## src/rtl/demux1to4_if.sv

```systemverilog
// Handshake bundle between one producer, the 1-to-4 distributor and its four consumers.
// master: the producer/consumer side driving the block; slave: the demux1to4 block itself.
interface demux1to4_if #(
    parameter int unsigned DATA_WIDTH = 16
);
    logic [DATA_WIDTH-1:0] i_data;
    logic [1:0]            i_sel;
    logic                  i_valid;
    logic                  o_ready;
    logic [DATA_WIDTH-1:0] o_data;
    logic                  o_valid0;
    logic                  o_valid1;
    logic                  o_valid2;
    logic                  o_valid3;
    logic                  i_ready0;
    logic                  i_ready1;
    logic                  i_ready2;
    logic                  i_ready3;

    modport master (
        output i_data, i_sel, i_valid,
        output i_ready0, i_ready1, i_ready2, i_ready3,
        input  o_ready, o_data,
        input  o_valid0, o_valid1, o_valid2, o_valid3
    );

    modport slave (
        input  i_data, i_sel, i_valid,
        input  i_ready0, i_ready1, i_ready2, i_ready3,
        output o_ready, o_data,
        output o_valid0, o_valid1, o_valid2, o_valid3
    );
endinterface

```

## src/rtl/demux1to4.sv

```systemverilog
// Registered 1-to-4 distributor with valid/ready handshake and in-order delivery.
// Define DEMUX1TO4_SKID_EN to add a one-entry skid buffer and a registered o_ready.
module demux1to4 #(
    parameter int unsigned DATA_WIDTH = 16
) (
    input logic         i_clock,
    input logic         i_reset,
    demux1to4_if.slave  bus
);

    localparam int unsigned SEL_WIDTH = 2;

    logic                  r_valid;
    logic [SEL_WIDTH-1:0]  r_sel;
    logic [DATA_WIDTH-1:0] r_data;

    logic [3:0] ready_vec;
    logic       sel_ready;
    logic       out_xfer;
    logic       in_xfer;

    // Only the ready of the currently addressed destination matters.
    assign ready_vec = {bus.i_ready3, bus.i_ready2, bus.i_ready1, bus.i_ready0};
    assign sel_ready = ready_vec[r_sel];
    assign out_xfer  = r_valid & sel_ready;
    assign in_xfer   = bus.i_valid & bus.o_ready;

    assign bus.o_data   = r_data;
    assign bus.o_valid0 = r_valid & (r_sel == SEL_WIDTH'(0));
    assign bus.o_valid1 = r_valid & (r_sel == SEL_WIDTH'(1));
    assign bus.o_valid2 = r_valid & (r_sel == SEL_WIDTH'(2));
    assign bus.o_valid3 = r_valid & (r_sel == SEL_WIDTH'(3));

`ifdef DEMUX1TO4_SKID_EN
    logic                  s_valid;
    logic [SEL_WIDTH-1:0]  s_sel;
    logic [DATA_WIDTH-1:0] s_data;
    logic                  r_ready;
    logic                  s_valid_next;

    assign bus.o_ready = r_ready;

    // Skid holds a word only when it arrives while the main register is stalled.
    assign s_valid_next = s_valid ? ~out_xfer : (in_xfer & r_valid & ~out_xfer);

    always_ff @(posedge i_clock) begin
        if (i_reset) begin
            r_valid <= 1'b0;
            r_sel   <= '0;
            r_data  <= '0;
            s_valid <= 1'b0;
            s_sel   <= '0;
            s_data  <= '0;
            r_ready <= 1'b0;
        end else begin
            r_ready <= ~s_valid_next;
            if (s_valid) begin
                if (out_xfer) begin
                    r_sel   <= s_sel;
                    r_data  <= s_data;
                    s_valid <= 1'b0;
                end
            end else if (in_xfer) begin
                if (!r_valid || out_xfer) begin
                    r_valid <= 1'b1;
                    r_sel   <= bus.i_sel;
                    r_data  <= bus.i_data;
                end else begin
                    s_valid <= 1'b1;
                    s_sel   <= bus.i_sel;
                    s_data  <= bus.i_data;
                end
            end else if (out_xfer) begin
                r_valid <= 1'b0;
            end
        end
    end
`else
    // Reset forces ready high; the flops ignore the input while reset is asserted.
    assign bus.o_ready = i_reset | ~r_valid | sel_ready;

    always_ff @(posedge i_clock) begin
        if (i_reset) begin
            r_valid <= 1'b0;
            r_sel   <= '0;
            r_data  <= '0;
        end else if (in_xfer) begin
            r_valid <= 1'b1;
            r_sel   <= bus.i_sel;
            r_data  <= bus.i_data;
        end else if (out_xfer) begin
            r_valid <= 1'b0;
        end
    end
`endif

endmodule

```

## src/flat_wrapper.sv

```systemverilog
// flat-port wrapper written by rule: the top's interface ports become plain ports
module demux1to4_flat 
#(
    parameter int unsigned DATA_WIDTH = 16
)
  (i_clock, i_reset, bus_i_data, bus_i_sel, bus_i_valid, bus_i_ready0, bus_i_ready1, bus_i_ready2, bus_i_ready3, bus_o_ready, bus_o_data, bus_o_valid0, bus_o_valid1, bus_o_valid2, bus_o_valid3);
  demux1to4_if #(.DATA_WIDTH(DATA_WIDTH)) bus_i ();
  input logic i_clock;
  input logic i_reset;
  input wire logic [$bits(bus_i.i_data)-1:0] bus_i_data;
  input wire logic [$bits(bus_i.i_sel)-1:0] bus_i_sel;
  input wire logic [$bits(bus_i.i_valid)-1:0] bus_i_valid;
  input wire logic [$bits(bus_i.i_ready0)-1:0] bus_i_ready0;
  input wire logic [$bits(bus_i.i_ready1)-1:0] bus_i_ready1;
  input wire logic [$bits(bus_i.i_ready2)-1:0] bus_i_ready2;
  input wire logic [$bits(bus_i.i_ready3)-1:0] bus_i_ready3;
  output wire logic [$bits(bus_i.o_ready)-1:0] bus_o_ready;
  output wire logic [$bits(bus_i.o_data)-1:0] bus_o_data;
  output wire logic [$bits(bus_i.o_valid0)-1:0] bus_o_valid0;
  output wire logic [$bits(bus_i.o_valid1)-1:0] bus_o_valid1;
  output wire logic [$bits(bus_i.o_valid2)-1:0] bus_o_valid2;
  output wire logic [$bits(bus_i.o_valid3)-1:0] bus_o_valid3;
  assign bus_i.i_data = bus_i_data;
  assign bus_i.i_sel = bus_i_sel;
  assign bus_i.i_valid = bus_i_valid;
  assign bus_i.i_ready0 = bus_i_ready0;
  assign bus_i.i_ready1 = bus_i_ready1;
  assign bus_i.i_ready2 = bus_i_ready2;
  assign bus_i.i_ready3 = bus_i_ready3;
  assign bus_o_ready = bus_i.o_ready;
  assign bus_o_data = bus_i.o_data;
  assign bus_o_valid0 = bus_i.o_valid0;
  assign bus_o_valid1 = bus_i.o_valid1;
  assign bus_o_valid2 = bus_i.o_valid2;
  assign bus_o_valid3 = bus_i.o_valid3;
  demux1to4 #(.DATA_WIDTH(DATA_WIDTH)) u_core (.i_clock(i_clock), .i_reset(i_reset), .bus(bus_i));
endmodule
```

## config.mk

```make
export PLATFORM = sky130hd
export DESIGN_NAME = demux1to4_flat
export DESIGN_NICKNAME = d
export VERILOG_FILES = /design/src/rtl/demux1to4_if.sv /design/src/rtl/demux1to4.sv /design/src/flat_wrapper.sv
export SDC_FILE = /design/constraint.sdc
export NUM_CORES = 1
export LEC_CHECK = 0
export ABC_AREA = 1
export BUFFER_PORTS_ARGS = -buffer_cell sky130_fd_sc_hd__buf_2
export CORE_MARGIN = 2
export CORE_UTILIZATION = 33
export DETAILED_ROUTE_END_ITERATION = 12
export SYNTH_ARGS = -nofsm -noshare
export SYNTH_HDL_FRONTEND = slang
export SYNTH_SLANG_ARGS = --single-unit
```

## constraint.sdc

```tcl
create_clock -name i_clock -period 2.01 [get_ports i_clock]
set_clock_uncertainty 0.2 [all_clocks]
set_input_delay 0.3015 -clock i_clock [delete_from_list [all_inputs] [get_ports i_clock]]
set_output_delay 0.3015 -clock i_clock [all_outputs]
set_load 0.01 [all_outputs]
```

==> impl.org, run 1 <==
** Place
- Half-perimeter wire length after detailed placement :: around 1500 microns
- Port Buffer Count :: 45
- In this run, placement finished with an instance count of a little over 200.
- At the end of routability-driven placement, the weighted congestion stood at about 0.77.
- In this run the cell area measured after placement is between 1000 and 1500 sq um.

** Floorplanning
- The die covers 3230 sq um.
- Initial cell density of the core :: 33.9%
- Height of the die :: 56.8 microns
- Number of top-level pins :: 46
- Row generation in the floorplan step produced 19 rows.
- The core region is 2710 sq um.
- The die is approximately 57 microns wide.

** Global routing
- The initial antenna violation count was 0.
- For this run, the total global-route usage over all layers was measured as 12.7%.
- After global routing the overflow that remains totals 0.
- Entering global routing, the biggest net connects 38 pins.
- Via count of the first global-routing pass :: roughly 820
- The first global-routing pass estimated 3330 microns of wire.

** STA
- Part of the cycle the worst path needs :: between 90% and 100%
- After layout, the minimum clock period comes to roughly 1.8 ns.
- Setup repair after global routing missed its margin :: no
- Final hold violations :: 0
- Static timing analysis puts the maximum clock frequency at between 0.5 and 0.6 GHz.
- The worst pin sits at a relative slew slack of 58.8%.
- Setup total negative slack on the finished layout was measured at 0 ns.
- The count of pins over their slew limit is 0.
- Count of final setup violators :: 0
- For the pin with the worst max-slew slack, the measured transition is between 0.6 and 0.7 ns.

** Synth
- Mean cell area of the mapped netlist :: 6.66 sq um
- After synthesis, the cell types taking the most area are dfxtp_1 (41%), nand2_1 (11%), nand3_1 (9.8%), a21oi_1 (8.2%), inv_1 (8.2%).
- Post-synth cell types :: 15
- During synthesis, Yosys emitted a total of 0 warnings.
- The mapped netlist covers just over 900 sq um.
- Area leader, netlist :: dfxtp_1
- Synthesized net count :: around 160
- Register bit total from synthesis :: 19
- The cell count after synthesis came out at 138.
- The share of the Yosys chip area taken by registers is between 40% and 50%.
- Fraction of post-synthesis cell area in the top cell type by area :: 41.4%

** Clock network
- Clk pin slew, worst setup/hold paths :: ~0.11 ns
- The number of setup buffers added after CTS is 0.
- In this run the number of H-tree levels came out at 1.
- TritonCTS clock tree :: yes
- Insertion delay to the later sink of the worst-skew pair :: between 0.2 and 0.3 ns
- CTS saw 19 sinks.
- In this run, post-CTS hold repair placed 0 buffers.
- Total clock buffers created by CTS :: 3
- The clock passes through at most 2 buffers.
- Clk Tree Root Cell :: clkbuf_4
- Post-CTS sizing :: 0

** Power and ir drop
- The analysis attributes to net switching a power of roughly 230 uW.
- Part of the total power dissipated in combinational logic :: between 20 and 25%
- For this design the static power due to leakage is between 0.6 and 0.7 nW.
- In this run switching power makes up slightly below 30% of total power.
- Cell internal power was estimated by the tool at between 500 and 600 uW.
- Overall Power :: about 800 uW
- Across the VDD grid, the largest voltage drop is around 0.00033 V.
- Power share of the sequential group :: between 50% and 60%
- The clock network is responsible for a little under a quarter of the overall power.
- Power density over the cells :: between 600 and 700 nW/um^2

** Critical path
- Critical-path top delay cell :: dfxtp_2
- Worst Path Max Fanout :: 16
- Arr. time, crit path :: around 1.3 ns
- The critical path is of the reg2out type.
- By instance count, the cell type seen most on the critical path is nand2_1.
- Worst EP required :: about 1.5 ns
- Largest incremental delay on the critical path :: about 0.4 ns
- Startpoint types :: flip-flop
- STA classifies the critical path endpoint as an output port.
- The signal on the critical path passes through inv_2, nand2_1, nand2_1, nand2_1, nand3_2, buf_4, buf_2.

** Detailed routing
- First-pass detailed-route iteration total :: 5
- The detail route stage leaves a number of antenna-violating nets equal to 0.
- Total Routed Length :: approximately 2000 microns
- After the first detailed-routing iteration, the DRC count stood at 22.
- Average routed wire per standard cell :: 9.58 microns
- Vias after detailed routing :: approximately 960
- After detailed routing, the number of vias per cell comes to ~4.5.
- # DRC :: 0

** Layout
- Number of non-filler instances in the completed layout :: roughly 210
- Sequential cell area in the final layout :: between 300 and 400 sq um
- Once layout is done, the placed cells without fillers occupy between 1000 and 1500 sq um.
- Relative to the synthesized area, the layout overhead comes to 26.9%.
- Cells with a size suffix above 1 make up 31.1% of the layout.
- The repair_antennas step left the layout with diodes totalling 0.
- Post-layout utilization of the core :: a little over two fifths
- Multi-input combinational cell area :: 398 sq um
- At the end of the flow, the number of nets in the layout was roughly 210.
- After filler insertion, the fill cell instance count of the layout stands at approximately 310.

** Hold path
- The worst hold path belongs to the class in2reg.

** Job
- The tool flagged a number of max-cap violations equal to 0.

** Outcome
- The run finished with clean final reports.
cell usage in the layout, fill, tap and decap left out:
| master | count |
|---|---|
| clkinv_1 | 1 |
| dfxtp_1 | 18 |
| nand3_1 | 18 |
| dfxtp_2 | 1 |
| inv_2 | 1 |
| inv_1 | 20 |
| nor2_1 | 19 |
| nand2_1 | 28 |
| clkbuf_4 | 3 |
| nand3_2 | 1 |
| a21oi_2 | 3 |
| buf_4 | 2 |
| a21oi_1 | 15 |
| nor3_1 | 4 |
| buf_2 | 45 |
| clkbuf_1 | 1 |
registers in the layout (all words and copies together) (netlist names):
name	flops
u_core.bus.o_data	16
u_core.r_sel	2
u_core.r_valid	1
final timing paths:
check                     endpoint                  from  slack, ns  cells past startpoint
max                    bus_o_ready       u_core.r_sel[0]       0.17                      7
min          u_core.bus.o_data[10]        bus_i_data[10]       0.12                      5
max reg2reg  u_core.bus.o_data[15]       u_core.r_sel[0]       0.56                      9
min reg2reg   u_core.bus.o_data[9]  u_core.bus.o_data[9]       0.29                      2
critical path, delay by kind of cell (launching register included):
| family | cells | cell delay, ns |
|---|---|---|
| simple gates | 4 | 0.25 |
| flops | 1 | 0.39 |
| buf+inv | 3 | 0.41 |
stage by stage:
step | hold WS (ns) | setup WS [ns]
floorplan | 0.313 | 0.568
global placement | 0.260 | 0.474
detailed placement | 0.270 | 0.420
CTS | 0.111 | 0.0796
global route | 0.111 | 0.0653
finish | 0.116 | 0.168
power by group through the flow:
| stage | registers (mW) | clock network (mW) | logic, mW |
|---|---|---|---|
| global placement | 0.435 | 0 | 0.179 |
| detailed placement | 0.437 | 0 | 0.183 |
| global route | 0.432 | 0.218 | 0.205 |
| CTS | 0.428 | 0.199 | 0.183 |
| floorplan | 0.448 | 0 | 0.108 |
| finish | 0.428 | 0.191 | 0.180 |
area by class of cell:
| cell class | count | share of cell area (%) |
|---|---|---|
| Clock buffer | 4 | 2.25 |
| Inverter | 22 | 7.07 |
| Multi-Input combinational cell | 88 | 34.1 |
| Sequential cell | 19 | 32.7 |
| Tap cell | 31 | 3.32 |
| Timing Repair Buffer | 47 | 20.6 |
cells in the mapped netlist:
library cell,n
a21oi_2,3
buf_2,2
buf_6,3
nor3_1,4
a21oi_1,15
nand3_2,1
inv_1,20
nor2_1,19
clkinv_1,1
buf_1,3
nand2_1,28
dfxtp_1,19
inv_2,1
nand3_1,18
clkbuf_1,1
layer usage:
layer | vias up | share of wire (%) | GRT usage, %
li1 | 512 | - | -
met1 | 416 | 45 | 15.2
met2 | 26 | 48 | 22.1
met3 | 2 | 5.4 | 2.07
met4 | 0 | 0.94 | 5.98
met5 | - | 0 | 0
cell families (layout without fill, tap and decap cells):
family	after synthesis	in the layout	share of synthesized area [%]
buffers and inverters	31	73	15.4
flip-flops	19	19	41.4
AND/OR/NAND/NOR	70	70	32.2
AO/OA/AOI/OAI	18	18	11.0
No activity file was read; power rests on OpenSTA's default activity.
==> inputs of run 2 (changes only) <==
REMOVE_ABC_BUFFERS = 1   (was default)
==> impl.org, run 2 (same netlist as run 1, synthesis figures left out) <==
** Outcome
- The flow ran to the end, and the final reports show no timing, DRC or antenna violations.

** Critical path
- In this run the critical register-to-register path is captured at u_core.r_sel[1].
- In this run the worst path has a maximum fanout of 13.
- Category of the critical setup timing path :: reg2out
- FF-to-FF path depth :: 9
- Worst EP required :: between 1.5 and 2 ns
- Arr. time, crit path :: roughly 1.4 ns
- R2R setup slack :: slightly below 0.4 ns
- Startpoint types :: flip-flop
- Beginning of the worst register-to-register path :: u_core.r_sel[0]
- Crit. End Element :: output port

** Layout
- Final design area excluding fillers :: roughly 1200 sq um
- Synthesis-to-layout area growth :: 27.8%
- In the final layout, the share of cells above drive strength 1 is between 30% and 40%.
- The register with the most flip-flops in the layout has 16 of them.
- Cells fill a little over two fifths of the core in the end.
- The final layout contains a little over 200 nets.
- Most frequent standard cell in the layout excluding fill and tap cells :: buf_2
- Commonest cells after routing, fill and taps aside :: buf_2 (45), nand2_1 (28), inv_1 (20)
- 0 antenna diodes ended up in the layout.

** Detailed routing
- Total Routed Length :: ~2200 microns
- The detailed router placed 972 vias in this run.
- Via density :: about 4.6
- After detailed routing, the number of remaining DRC violations is 0.
- Once detail routing completed, the nets flagged for antenna violations numbered 0.
- Dividing the detail-routed wire length by the instance count gives ~10 microns.
- For this block, the initial DRC count from the detailed router was 14.
- The first TritonRoute pass finished after 4 iterations.

** Clock network
- Post-CTS Hold Fix Bufs :: 0
- Number of buffers on the longest clock path :: 2
- Total clock buffers created by CTS :: 3
- Clk pin slew, worst setup/hold paths :: 0.12 ns
- Insertion delay to the later sink of the worst-skew pair :: 0.30 ns
- CTS HTree Levels :: 1
- TritonCTS clock tree :: yes
- The tree is rooted in a clkbuf_4.
- The clock net in this run drives a total of 19 sinks.

** Floorplanning
- The core region is 2710 sq um.
- Die extent in x :: approximately 57 microns
- Initial cell density of the core :: about a third
- Core Rows :: 19
- Full die area :: approximately 3200 sq um
- 46 I/O pins were placed.
- Height of the die :: 56.8 microns

** Global routing
- The number of global-route vias before repair is 890.
- Global-route wire length before repair :: about 3600 microns
- The initial antenna violation count came to 0.
- Global-route usage over all layers :: between 10 and 15%
- Overflow after GRT :: 0
- Entering global routing, the biggest net connects 38 pins.

** Hold path
- Hold endpoint :: u_core.bus.o_data[15]
- The worst hold path was traced through 5 stages.
- Type of the tightest min-delay check :: in2reg
- Worst min-delay path startpoint :: bus_i_data[15]

** STA
- In the final timing run, aggregate negative setup slack is 0 ns.
- Final hold violations :: 0
- Worst slew margin :: approximately 58%
- For the finished layout, the period the worst path requires is roughly 1.9 ns.
- Setup repair after global routing missed its margin :: no
- Slew at the pin closest to its max-slew limit :: between 0.6 and 0.7 ns
- Count of final setup violators :: 0
- The count of pins over their slew limit came to 0.
- Top achievable clock speed :: between 0.5 and 0.6 GHz
- Part of the cycle the worst path needs :: a little over 90%

** Power and ir drop
- Clock share of power :: roughly a quarter
- Overall Power :: 811 uW
- Power share of the sequential group :: a little over half
- Internal power comes to about 560 uW.
- Power density over the cells :: between 600 and 700 nW/um^2
- Largest voltage drop on the vdd net :: roughly 0.00038 V
- Net switching is 30.6% of the power.
- Part of the total power dissipated in combinational logic :: a little under a quarter
- Switching power of the nets :: 248 uW
- Summed over all cells, the static leakage comes to just under 0.7 nW.

** Place
- Summed over all nets, the half-perimeter wirelength after detailed placement is between 1500 and 2000 microns.
- The placed instances occupy a cell area of between 1000 and 1500 sq um.
- The congestion estimate from routability-driven global placement came to between 0.8 and 0.9.
- Buffers placed on the I/O ports in this run total 45.

** Job
- Number of max-capacitance violations reported :: 0
==> run 2: metal layers <==
metal | vias up | track usage, % | wire length [microns]
li1 | 510 | - | -
met1 | 425 | 16.8 | 959
met2 | 35 | 24.8 | 1040
met3 | 2 | 2.53 | 136
met4 | 0 | 3.99 | 15
met5 | - | 0 | 0
==> run 2: worst max path at each step <==
stage | startpoint | cells past startpoint | endpoint
2_1_floorplan | u_core.r_sel[0] | 7 | u_core.bus.o_data[0]
3_3_place_gp | u_core.r_sel[0] | 8 | u_core.bus.o_data[3]
3_5_place_dp | u_core.r_sel[0] | 8 | u_core.r_sel[1]
4_1_cts | u_core.r_sel[0] | 6 | bus_o_ready
5_1_grt | u_core.r_sel[0] | 6 | bus_o_ready
6_report | u_core.r_sel[0] | 6 | bus_o_ready
==> run 2: power groups by stage <==
stage / clock network (mW) / logic, mW / registers [mW]
after floorplan: 0 / 0.0884 / 0.448
after global placement: 0 / 0.179 / 0.435
after detailed placement: 0 / 0.184 / 0.437
after CTS: 0.208 / 0.184 / 0.429
after global routing: 0.224 / 0.211 / 0.432
final: 0.198 / 0.185 / 0.428
==> run 2: repair_timing <==
| item | 4_1_cts | 5_1_grt |
|---|---|---|
| gates resized for setup | 0 | 1 |
| setup buffers | 0 | 0 |
| setup endpoints to repair | 0 | 1 |
==> run 2: final cells by class <==
cell class                 instances  area (sq um)
clock buffer                       3          22.5
clock inverter                     1          5.00
fill                             301          1540
inverter                          22          82.6
multi-input combinational         88           405
sequential                        19           380
tap                               31          38.8
timing repair buffer              47           240
==> run 2: per-stage QoR <==
stage                     hold WS [ns]  std cells  worst slack (ns)
final                            0.107        211             0.147
after detailed placement         0.269        207             0.351
after CTS                       0.0925        211            0.0649
after floorplan                  0.213        129             0.311
after global routing             0.120        211           0.00465
after global placement           0.260        207             0.402
==> run 2: critical path, cell delays in order, from the launching register on <==
cell and delay [ns]:
dfxtp_1 0.44, inv_2 0.07, nand2_1 0.07, nand2_1 0.05
nand2_1 0.09, nand3_4 0.15, buf_2 0.19
==> inputs of run 3 (changes only) <==
ABC_AREA = default   (was 1)
==> impl.org, run 3 <==
** Synth
- The number of different library cells used by synthesis comes to 17.
- Leading cell types by count after synthesis :: nand2b_1 (35), mux2i_1 (20), dfxtp_1 (19)
- Area of the mapped netlist :: about 940 sq um
- Post-synthesis sequential area ratio :: between 40% and 50%
- The synthesized design contains 0 enable-type register cells.
- Yosys printed 0 warnings.
- After synthesis, the largest family of logic cells by area is simple AND/OR/NAND/NOR gates.
- Mean cell area of the mapped netlist :: roughly 10 sq um
- The synthesized netlist devotes 0% of its cell area to XOR and XNOR gates.
- Post-synthesis share of cell area spent on and, or, nand and nor gates :: around 30%
- Gate Count Post-Synth :: 93
- The portion of synthesized area spent on multiplexers is approximately a fifth.
- Yosys attributes the largest share of cell area to dfxtp_1 (40%), nand2b_1 (23%), mux2i_1 (21%), buf_6 (2.4%), buf_12 (2.1%).
- By instance count, the leading cell after synthesis is nand2b_1.
- Area share of fa/ha/maj cells after synthesis :: 0%
- The biggest area contributor in the post-synthesis netlist is dfxtp_1.
- After synthesis, the largest area contributor takes up 40.3% of total cell area.
- In the synthesized netlist the dominant register cell turns out to be dfxtp_1.
- The synthesized netlist devotes between 2 and 3% of its cell area to compound gates.
- Register bit total from synthesis :: 19
- Share of synthesized flip-flops with an asynchronous set or reset :: 0%

** Floorplanning
- Initial cell density of the core :: 34.6%
- Height of the die :: about 58 microns
- 46 I/O pins were placed.
- The die is about 58 microns wide.
- After floorplanning, the core was sized to cover about 2700 sq um.
- Full die area :: approximately 3300 sq um
- Core Rows :: 19

** Critical path
- Critical path endpoint :: bus_o_ready
- For the worst setup path, the data required time is 1.51 ns.
- Worst Path Max Fanout :: 7
- In this run the critical register-to-register path is launched from u_core.r_sel[1].
- In this run the number of cells on the critical path is 3.
- In this run the register-to-register setup slack is 0.37 ns.
- In this run the critical register-to-register path is captured at u_core.r_sel[1].
- The worst setup path is captured at an output port.
- FF-to-FF path depth :: 4
- Critical-path top delay cell :: dfxtp_2
- The largest single stage delay on the critical path is between 0.4 and 0.5 ns.
- Cell Chain, Critical Path :: mux2i_2, a22oi_1, buf_2
- Count of buffer and inverter cells on the critical path :: 1
- Category of the critical setup timing path :: reg2out
- STA puts the critical path data arrival time at 1.36 ns.
- Critical path launch point :: u_core.r_sel[0]
- Family of cells with the greatest summed delay on the critical path :: flip-flops
- Startpoint types :: flip-flop

** Detailed routing
- The detailed router finished its first iteration with 19 violations.
- Summing over every cut layer, the via total after detailed routing is 775.
- Via density :: approximately 4.6
- # DRC :: 0
- For this run, the detailed router's first-pass iteration total came to 4.
- Total Routed Length :: roughly 1900 microns
- Average routed wire per standard cell :: around 11 microns
- Number of nets still failing antenna checks after routing :: 0

** Clock network
- TritonCTS clock tree :: yes
- The tree built by TritonCTS fans out to 19 sinks.
- Clk Tree Root Cell :: clkbuf_4
- Post-CTS Hold Fix Bufs :: 0
- Clk pin slew, worst setup/hold paths :: around 0.11 ns
- CTS HTree Levels :: 1
- The longest clock path from root to sink contains 2 buffers.
- Clock latency on the worst-skew pair, taken at its later pin, is 0.29 ns.
- Total clock buffers created by CTS :: 3

** STA
- Post-route worst setup slack :: between 0.1 and 0.15 ns
- Count of final setup violators :: 0
- Worst slew margin :: between 80% and 90%
- Slew at the pin closest to its max-slew limit :: 0.280 ns
- Final hold violations :: 0
- The smallest clock period supported by the final layout is computed as about 1.9 ns.
- Part of the cycle the worst path needs :: between 90% and 100%
- Timing would allow up to between 0.5 and 0.6 GHz.
- The count of pins over their slew limit was 0.
- Setup repair after global routing left no endpoint under its margin.

** Global routing
- Overflow after GRT :: 0
- Global-route wire length before repair :: between 3000 and 4000 microns
- Maximum number of pins on one net before global-route repair :: 36
- The number of global-route vias before repair was 755.
- The initial antenna violation count came to 0.
- Global routing used ~13% of the available tracks.

** Place
- Routability-driven placement finished with a final weighted congestion of about 0.75.
- At the placement stage, the worst setup path has a slack of between 0.3 and 0.4 ns.
- Summing all placed instances gives a cell area of roughly 1200 sq um.
- Port Buffer Count :: between 40 and 50
- Half-perimeter wire length after detailed placement :: around 1500 microns

** Power and ir drop
- For this design the static power due to leakage is 0.607 nW.
- Overall Power :: around 770 uW
- Across the VDD grid, the largest voltage drop is about 0.00042 V.
- Power spread over the standard cell area amounts to roughly 630 nW/um^2.

** Layout
- Sequential cell area in the final layout :: about 380 sq um
- Final #Nets :: roughly 160
- Relative to the synthesized area, the layout overhead comes to 29.7%.
- Multi-input combinational cell area :: roughly 530 sq um
- Flip-flop count of the largest register after layout :: 16
- Fill cells in the final layout number 278.
- Of the cells placed in the final design, the portion with a size suffix greater than 1 is 42.0%.
- Total inserted antenna cells :: 0
- Post-layout utilization of the core :: about 45%
- The library cells used most frequently in the layout, excluding fill and tap cells, are buf_2 (45), nand2b_1 (35), mux2i_1 (18), dfxtp_1 (18).
- The library cell used most frequently in the layout, excluding fill and tap cells, is buf_2.
- Final design area excluding fillers :: approximately 1200 sq um

** Job
- Number of max-capacitance violations reported :: 0

** Outcome
- Run status :: finished clean

** Hold path
- The path class of the tightest hold or removal check is in2reg.
[run 3: cell count changes in the layout (fill, tap and decap cells not counted), moves of 4 or more]
cell and delta:
nor3_1 -4, inv_1 -19, nand2_1 -27, nand2b_1 +35
nand3_1 -18, mux2i_1 +18, a21oi_1 -15, nor2_1 -18
[run 3: how the worst min path moves through the flow]
stage / from / end / slack (ns) / depth (start not counted)
after floorplan: i_reset / u_core.r_valid / 0.20 / 1
after global placement: u_core.bus.o_data[8] / u_core.bus.o_data[8] / 0.26 / 2
after detailed placement: u_core.bus.o_data[2] / u_core.bus.o_data[2] / 0.26 / 2
after CTS: i_reset / u_core.r_valid / 0.04 / 2
after global routing: i_reset / u_core.r_valid / 0.04 / 2
final: i_reset / u_core.r_valid / 0.06 / 2
[run 3: logic make-up after synthesis]
| group | count (synthesis) |
|---|---|
| AO/OA/AOI/OAI | 3 |
| buffers and inverters | 8 |
| flip-flops | 19 |
| multiplexers | 20 |
| AND/OR/NAND/NOR | 43 |
[run 3: timing repair]
item	CTS	global route
gates resized for setup	1	3
buffers inserted	0	0
pin swaps	0	0
cloned	0	0
endpoints found under the setup margin	1	1
[run 3: routing by layer]
| layer | track usage, % | wire length, microns | up-vias |
|---|---|---|---|
| met4 | 3.99 | 8 | 0 |
| met5 | 0 | 0 | - |
| li1 | - | - | 395 |
| met3 | 5.22 | 186 | 2 |
| met1 | 15.0 | 867 | 349 |
| met2 | 20.3 | 867 | 29 |
[run 3: worst reg2reg max path: cells and delay by family, from the launching register on]
kind                   cells  cell delay [ns]
AOI/OAI and AO/OA          1             0.30
DFF                        1             0.38
and+or+nand+nor            1             0.23
muxes                      1             0.21
buffers and inverters      1             0.26
[run 3: area by class of cell]
cell class,instances,share of cell area (%)
tap,31,3.17
timing repair buffer,48,20.2
inverter,1,0.306
sequential,19,31.2
clock buffer,4,2.15
multi-input combinational,66,43.0
[run 3: per-stage QoR]
stage          instances  hold slack [ns]  TNS [ns]
5_1_grt              169           0.0445         0
6_report             169           0.0569         0
3_5_place_dp         165            0.258         0
2_1_floorplan         86            0.202     -5.60
4_1_cts              169           0.0375         0
3_3_place_gp         165            0.256         0
[run 3: power by group]
| part | switching (mW) | leakage [nW] | total (mW) | internal (mW) |
|---|---|---|---|---|
| registers | 0.0190 | 0.157 | 0.423 | 0.404 |
| clock network | 0.113 | 0.0150 | 0.190 | 0.0771 |
| logic | 0.0719 | 0.434 | 0.157 | 0.0847 |
